File: config.mk
export PLATFORM = sky130hd
export DESIGN_NAME = priority_encoder_stream
export DESIGN_NICKNAME = d
export VERILOG_FILES = /design/src/rtl/priority_encoder_stream.sv
export SDC_FILE = /design/constraint.sdc
export NUM_CORES = 1
export LEC_CHECK = 0
export ABC_AREA = 1
export BUFFER_PORTS_ARGS = -buffer_cell sky130_fd_sc_hd__buf_2
export CAP_MARGIN = 20
export CORE_MARGIN = 10
export CORE_UTILIZATION = 40
export CTS_BUF_LIST = sky130_fd_sc_hd__clkbuf_8
export CTS_CLUSTER_DIAMETER = 80
export CTS_CLUSTER_SIZE = 20
export DETAILED_ROUTE_END_ITERATION = 8
export SYNTH_ARGS = -nofsm -noshare
export SYNTH_HDL_FRONTEND = slang
export SYNTH_SLANG_ARGS = --single-unit
File: constraint.sdc
create_clock -name clk -period 1.57 [get_ports clk]
set_input_delay 0.0785 -clock clk [delete_from_list [all_inputs] [get_ports clk]]
set_output_delay 0.0785 -clock clk [all_outputs]
set_load 0.01 [all_outputs]
File: src/rtl/priority_encoder_stream.sv
`timescale 1ns/1ps
// priority_encoder_stream
//   Streaming priority encoder. Accepts an IN_WIDTH-bit request vector over a
//   valid/ready handshake and emits encoded bit indices over a second
//   valid/ready handshake. MODE 0 emits only the winning index. MODE 1 drains
//   every set bit, one index per beat, in priority order. An all-zero vector
//   produces a single flagged beat and bumps a saturating statistics counter.
//
// Ports
//   clk        rising-edge clock
//   reset      asynchronous active-low reset
//   in_valid   request vector valid
//   in_ready   block can accept a vector (combinational from out_ready)
//   in_data    request vector
//   out_valid  encoded index valid (registered)
//   out_ready  consumer accepts the index
//   out_data   encoded index (registered)
//   out_last   final beat for the current vector (registered)
//   out_zero   current beat reports an all-zero vector (registered)
//   zero_cnt   saturating count of accepted all-zero vectors (registered)
module priority_encoder_stream #(
  parameter int unsigned IN_WIDTH     = 4,
  parameter int unsigned OUT_WIDTH    = $clog2(IN_WIDTH),
  parameter int unsigned MODE         = 0,
  parameter int unsigned PRIORITY_MSB = 1,
  parameter int unsigned CNT_WIDTH    = 8
) (
  input  logic                 clk,
  input  logic                 reset,
  input  logic                 in_valid,
  output logic                 in_ready,
  input  logic [IN_WIDTH-1:0]  in_data,
  output logic                 out_valid,
  input  logic                 out_ready,
  output logic [OUT_WIDTH-1:0] out_data,
  output logic                 out_last,
  output logic                 out_zero,
  output logic [CNT_WIDTH-1:0] zero_cnt
);

  // Elaboration-time sanity on the parameter set.
  if (IN_WIDTH < 2) begin : g_bad_in_width
    $error("priority_encoder_stream: IN_WIDTH must be at least 2");
  end
  if (OUT_WIDTH != $clog2(IN_WIDTH)) begin : g_bad_out_width
    $error("priority_encoder_stream: OUT_WIDTH is derived and must not be overridden");
  end
  if (MODE > 1) begin : g_bad_mode
    $error("priority_encoder_stream: MODE must be 0 or 1");
  end

  typedef enum logic {
    IDLE = 1'b0,
    EMIT = 1'b1
  } state_t;

  localparam logic [CNT_WIDTH-1:0] CNT_MAX = {CNT_WIDTH{1'b1}};

  state_t                state;
  state_t                state_next;

  // pending holds the bits still to be reported, including the one on out_data.
  logic [IN_WIDTH-1:0]   pending;
  logic [IN_WIDTH-1:0]   pending_next;
  logic                  out_valid_next;
  logic [OUT_WIDTH-1:0]  out_data_next;
  logic                  out_last_next;
  logic                  out_zero_next;
  logic [CNT_WIDTH-1:0]  zero_cnt_next;

  logic                  accept_c;
  logic                  out_fire_c;
  logic                  load_c;
  logic [IN_WIDTH-1:0]   scan_vec_c;
  logic [IN_WIDTH-1:0]   clear_mask_c;
  logic [OUT_WIDTH-1:0]  winner_c;
  logic                  scan_nz_c;
  logic                  scan_single_c;

  // Ready when idle, or when the final beat leaves this cycle (no bubble).
  assign in_ready   = reset & ((state == IDLE) | (out_valid & out_ready & out_last));
  assign accept_c   = in_valid & in_ready;
  assign out_fire_c = out_valid & out_ready;

  // One-hot mask of the index currently being served.
  assign clear_mask_c = IN_WIDTH'(1) << out_data;

  // Vector whose winner becomes the next registered beat: a freshly accepted
  // vector, or what remains after the served bit is retired.
  always_comb begin : p_scan_sel
    scan_vec_c = '0;
    load_c     = 1'b0;
    if (accept_c) begin
      scan_vec_c = in_data;
      load_c     = 1'b1;
    end else if (out_fire_c && !out_last) begin
      scan_vec_c = pending & ~clear_mask_c;
      load_c     = 1'b1;
    end
  end

  // Priority scan; the last match in loop order wins.
  always_comb begin : p_scan
    winner_c = '0;
    if (PRIORITY_MSB != 0) begin
      for (int i = 0; i < int'(IN_WIDTH); i++) begin
        if (scan_vec_c[i]) winner_c = OUT_WIDTH'(i);
      end
    end else begin
      for (int i = int'(IN_WIDTH) - 1; i >= 0; i--) begin
        if (scan_vec_c[i]) winner_c = OUT_WIDTH'(i);
      end
    end
  end

  assign scan_nz_c     = |scan_vec_c;
  assign scan_single_c = scan_nz_c & ((scan_vec_c & (scan_vec_c - IN_WIDTH'(1))) == '0);

  // State register.
  always_ff @(posedge clk or negedge reset) begin : p_state_reg
    if (!reset) begin
      state <= IDLE;
    end else begin
      state <= state_next;
    end
  end

  // Next-state logic.
  always_comb begin : p_next_state
    state_next = state;
    case (state)
      IDLE: begin
        if (accept_c) state_next = EMIT;
      end
      EMIT: begin
        if (out_fire_c && out_last) begin
          state_next = accept_c ? EMIT : IDLE;
        end
      end
      default: state_next = IDLE;
    endcase
  end

  // Next values of the pending vector, output beat and zero counter.
  always_comb begin : p_output_next
    pending_next   = pending;
    out_valid_next = out_valid;
    out_data_next  = out_data;
    out_last_next  = out_last;
    out_zero_next  = out_zero;
    zero_cnt_next  = zero_cnt;

    if (out_fire_c && out_last) begin
      pending_next   = '0;
      out_valid_next = 1'b0;
    end

    if (load_c) begin
      pending_next   = scan_vec_c;
      out_valid_next = 1'b1;
      out_data_next  = winner_c;
      out_zero_next  = ~scan_nz_c;
      out_last_next  = (MODE == 0) | ~scan_nz_c | scan_single_c;
    end

    if (accept_c && (in_data == '0) && (zero_cnt != CNT_MAX)) begin
      zero_cnt_next = zero_cnt + CNT_WIDTH'(1);
    end
  end

  // Datapath and output registers.
  always_ff @(posedge clk or negedge reset) begin : p_data_reg
    if (!reset) begin
      pending   <= '0;
      out_valid <= 1'b0;
      out_data  <= '0;
      out_last  <= 1'b0;
      out_zero  <= 1'b0;
      zero_cnt  <= '0;
    end else begin
      pending   <= pending_next;
      out_valid <= out_valid_next;
      out_data  <= out_data_next;
      out_last  <= out_last_next;
      out_zero  <= out_zero_next;
      zero_cnt  <= zero_cnt_next;
    end
  end

endmodule

* After elaboration in Yosys (flattened, before gate mapping)
Index checks and enable logic that the tools add are counted.
** Cells by class
- Reductions and logical operators :: 8
- Shift operators :: 1
- Add/subtract/negate cells :: 1
- Eq/ne operators :: 1
- Bitwise logic cells :: 9
- Multiplexer cells :: 14
** Operators with widths (count)
- $mux 4 :: 4
- $add 8x1->8 const B :: 1
- $ne 8x8->1 const B :: 1
- $mux 1 :: 7
- $and 1x1->1 :: 4
- $and 4x4->4 :: 1
- $logic_and 1x1->1 :: 4
- $logic_not 4->1 :: 1
- $mux 2 :: 2
- $not 4->4 :: 1
- $reduce_or 4->1 :: 1
- $shl 1x2->4 const A :: 1
- $not 1->1 :: 2
- $pmux 1 s2 :: 1
- $reduce_bool 2->1 :: 1
- $logic_not 1->1 :: 1
- $or 1x1->1 :: 1
** Storage, ports and cells
- Register bits after elaboration :: 18
- Input bits :: 8
- Output and inout port bits :: 14

* Longest topological paths before layout
- Word-level depth :: 9
- Depth in mapped cells :: 10

* Worst setup path after synthesis
Ideal clock, no wire load.
- Path type :: register -> register
- From :: register zero_cnt[0]
- To :: register zero_cnt[2]
- Path buffers :: 1
- Slack :: 0.178 ns
- Library setup time :: 0.122 ns
- Cell stages (with the launch flop) :: 9
- Data arrival time :: 1.270 ns
- Clock period less this slack :: 1.392 ns
- Cell sequence :: dfrtp_1 > ha_1 > nand3_2 > nor2_2 > nand3_1 > nand3_4 > buf_8 > nand2_1 > o21ai_2
** Between the ends
- Longest elaborated chain between the ends :: 2
- Elaborated cells between the ends (all ways) :: 3
** RTL lines
- start, declared :: line 38 : output logic [CNT_WIDTH-1:0] zero_cnt
- start signal, assigned :: line 186 : zero_cnt <= zero_cnt_next;
- parallel branches: the longest is 2 deep, another holds $add 8x1->8
Several ways; the timed one is not identified.
A chain may end at the register's enable or synchronous reset.

* Worst setup path after layout
- From :: register zero_cnt[0]
- To :: register zero_cnt[7]
The elaborated chain is that of the path after synthesis.

==> flow_metrics.env <==
export IMPL_fin_ws_ns=0.0931
export IMPL_top_level_ports=22
export IMPL_crit_chain="ha_1 -> nand3_2 -> nor2_2 -> nand3_1 -> nand3_2 -> nand2_1 -> o21ai_1"
export IMPL_grt_max_degree=16
export IMPL_place_gp_congestion=0.820
export IMPL_drt_vias_per_instance=4.75
export IMPL_synth_edf_count=0
export IMPL_worst_pin_slew_ns=0.549
export IMPL_finClkSkew_ns=0.00133
export IMPL_initial_core_util=0.415
export IMPL_critical_path_class="register to register"
export IMPL_dpl_worst_slack_ns=0.130
export IMPL_vdd_ir_drop_max_mv=0.855
export IMPL_areaGrowthSynthToFinish_pct=20.2
export IMPL_clkPwrFrac=0.198
export IMPL_tns_ns=0
export IMPL_synth_top_area_share=0.442
export IMPL_nets=159
export IMPL_p_int_mw=1.00
export IMPL_synth_warnings=0
export IMPL_synth_ff_type="dfrtp_1"
export IMPL_syn_area_sq_um=1020
export IMPL_clock_sinks=18
export IMPL_start_kind="register"
export IMPL_maxCapViolations=0
export IMPL_final_area_sq_um=1230
export IMPL_cts_buffers=3
export IMPL_ys_top_cells_by_area="dfrtp_1, nand2_1, inv_1"
export IMPL_whs_ns=0.166
export IMPL_hold_viol=0
export IMPL_p_sw_mw=0.606
export IMPL_die_w_um=70.5
export IMPL_die_area_sq_um=4970
export IMPL_ys_seq_area_frac=0.442
export IMPL_htreeDepth=1
export IMPL_yosysTopAreaCell="dfrtp_1"
export IMPL_drt_iter0_markers=47
export IMPL_ys_async_sr_fraction=1.00
export IMPL_required_ns=1.70
export IMPL_overflow=0
export IMPL_setup_viol=0
export IMPL_clock_path_buffers=2
export IMPL_diodes=0
export IMPL_startpoint="zero_cnt[0]$_DFFE_PN0P_"
export IMPL_crit_reg2reg_launch="zero_cnt[0]$_DFFE_PN0P_"
export IMPL_fin_crit_ns=1.48
export IMPL_dr_pass1_iters=6
export IMPL_arrival_ns=1.61
export IMPL_worst_path_most_repeated_cell="nand3_2"
export IMPL_postCtsSetupRepairBufs=0
export IMPL_syn_nets=130
export IMPL_crit_slowest_cell="dfrtp_1"
export IMPL_grt_pass1_vias=843
export IMPL_tritoncts="done"
export IMPL_vias=845
export IMPL_grt_pass1_wl_mm=3.94
export IMPL_ant_nets=0
export IMPL_power_switching_share=0.377
export IMPL_end_kind="register"
export IMPL_p_seq_frac=0.458
export IMPL_status="finished, final reports clean"
export IMPL_pwr_share_comb=0.344
export IMPL_power_density_nw_per_um2=1310
export IMPL_cp_max_fo=7
export IMPL_grtUsageTotal=0.0934
export IMPL_slew_viol_final=0
export IMPL_grt_antenna_before_repair=0
export IMPL_max_freq_ghz=0.677
export IMPL_rsz0062_at_grt="yes"
export IMPL_die_y_um=70.5
export IMPL_cpPeakStageDelay_ns=0.41
export IMPL_design_core_area_sq_um=2450
export IMPL_yosysMostFrequentCell="nand2_1"
export IMPL_rows=18
export IMPL_drive_gt1_frac=0.304
export IMPL_drt_total_wl_mm=2.38
export IMPL_leakage_nw=0.609
export IMPL_io_buffer_count=21
export IMPL_syn_inst=121
export IMPL_syn_avg_cell_area_sq_um=8.43
export IMPL_post_dp_cell_area_sq_um=1160
export IMPL_dp_hpwl_mm=1.74
export IMPL_slew_headroom=0.631
export IMPL_synth_commonest_cells="nand2_1, dfrtp_1, inv_1"
export IMPL_clk_latency_ns=0.25
export IMPL_synth_seq_cells=18
export IMPL_clk_pin_slew_worst_paths_ns=0.07
export IMPL_wl_per_cell_um=13.4
export IMPL_ctsRootBufferMaster="clkbuf_8"
export IMPL_min_path_type="primary input to register"
export IMPL_post_route_period_util=0.941
export IMPL_drc=0
export IMPL_synth_distinct_cells=26
export IMPL_hold_start="in_data[0]"
-- sequential cells by signal, indices dropped and copies added, names as in the netlist --
register	cells
out_data	2
pending	4
state	1
zero_cnt	8
out_last	1
out_valid	1
out_zero	1
-- logic make-up after synthesis --
logic type      share of synthesized area
fa+ha+maj                          0.0123
xor+xnor                           0.0601
buf+inv                            0.0920
compound gates                     0.0859
simple gates                        0.308
flops                               0.442
-- layout make-up --
class / count / area [sq um]
inverters: 18 / 67.6
well taps: 30 / 37.5
fillers: 246 / 1230
flip-flops and latches: 18 / 450
clock buffers: 3 / 41.3
repair buffers: 25 / 144
multi-input cells: 84 / 485
-- cell usage in the layout (no fill, tap or decap), drive strengths merged --
master / n
nor2: 8
a21boi: 1
o211ai: 1
buf: 23
a21oi: 1
dfrtp: 18
inv: 17
xnor2: 4
o21ai: 9
nand4: 3
xor2: 3
or2: 1
ha: 1
nand2: 37
dlygate4sd3: 1
and2: 1
nand3: 12
clkinv: 1
nor3: 2
clkbuf: 4
-- worst paths after layout --
kind	to	slack, ns	depth (start not counted)
worst max-delay path	zero_cnt[7]$_DFFE_PN0P_	0.09	7
worst min-delay path	pending[0]$_DFFE_PN0P_	0.17	5
worst max register to register	zero_cnt[7]$_DFFE_PN0P_	0.09	7
worst min register to register	out_zero$_DFFE_PN0P_	0.52	2
max in group asynchronous	zero_cnt[2]$_DFFE_PN0P_	1.01	3
min in group asynchronous	zero_cnt[7]$_DFFE_PN0P_	0.22	2
-- power groups by stage --
stage	clock network (mW)	registers, mW	logic (mW)
2_1_floorplan	0	0.754	0.329
3_3_place_gp	0	0.743	0.554
3_5_place_dp	0	0.740	0.553
4_1_cts	0.324	0.735	0.558
5_1_grt	0.341	0.752	0.629
6_report	0.317	0.736	0.552
-- critical path, delay by kind of cell (launching register included) --
family / cells / cell delay [ns]
AO/OA/AOI/OAI: 1 / 0.06
flip-flops: 1 / 0.41
AND/OR/NAND/NOR: 5 / 0.64
adder cells (fa/ha/maj): 1 / 0.25
-- layer usage --
metal,vias up,global-route usage,routed length (um)
met4,0,0.0417,45
met1,373,0.112,1110
met3,6,0.0367,200
met2,25,0.143,1020
met5,-,0,0
li1,441,-,-
-- per-stage QoR --
stage | power [mW] | utilization | instances
finish | 1.61 | 0.499 | 178
floorplan | 1.08 | - | 121
CTS | 1.62 | 0.493 | 177
global placement | 1.30 | 0.472 | 173
global route | 1.72 | 0.499 | 178
detailed placement | 1.29 | 0.472 | 173
-- what timing repair did --
item	4_1_cts	5_1_grt
hold buffers	1	0
endpoints found under the hold margin	18	0
gates resized for setup	0	2
endpoints found under the setup margin	0	6
No activity file was read; power rests on OpenSTA's default activity.
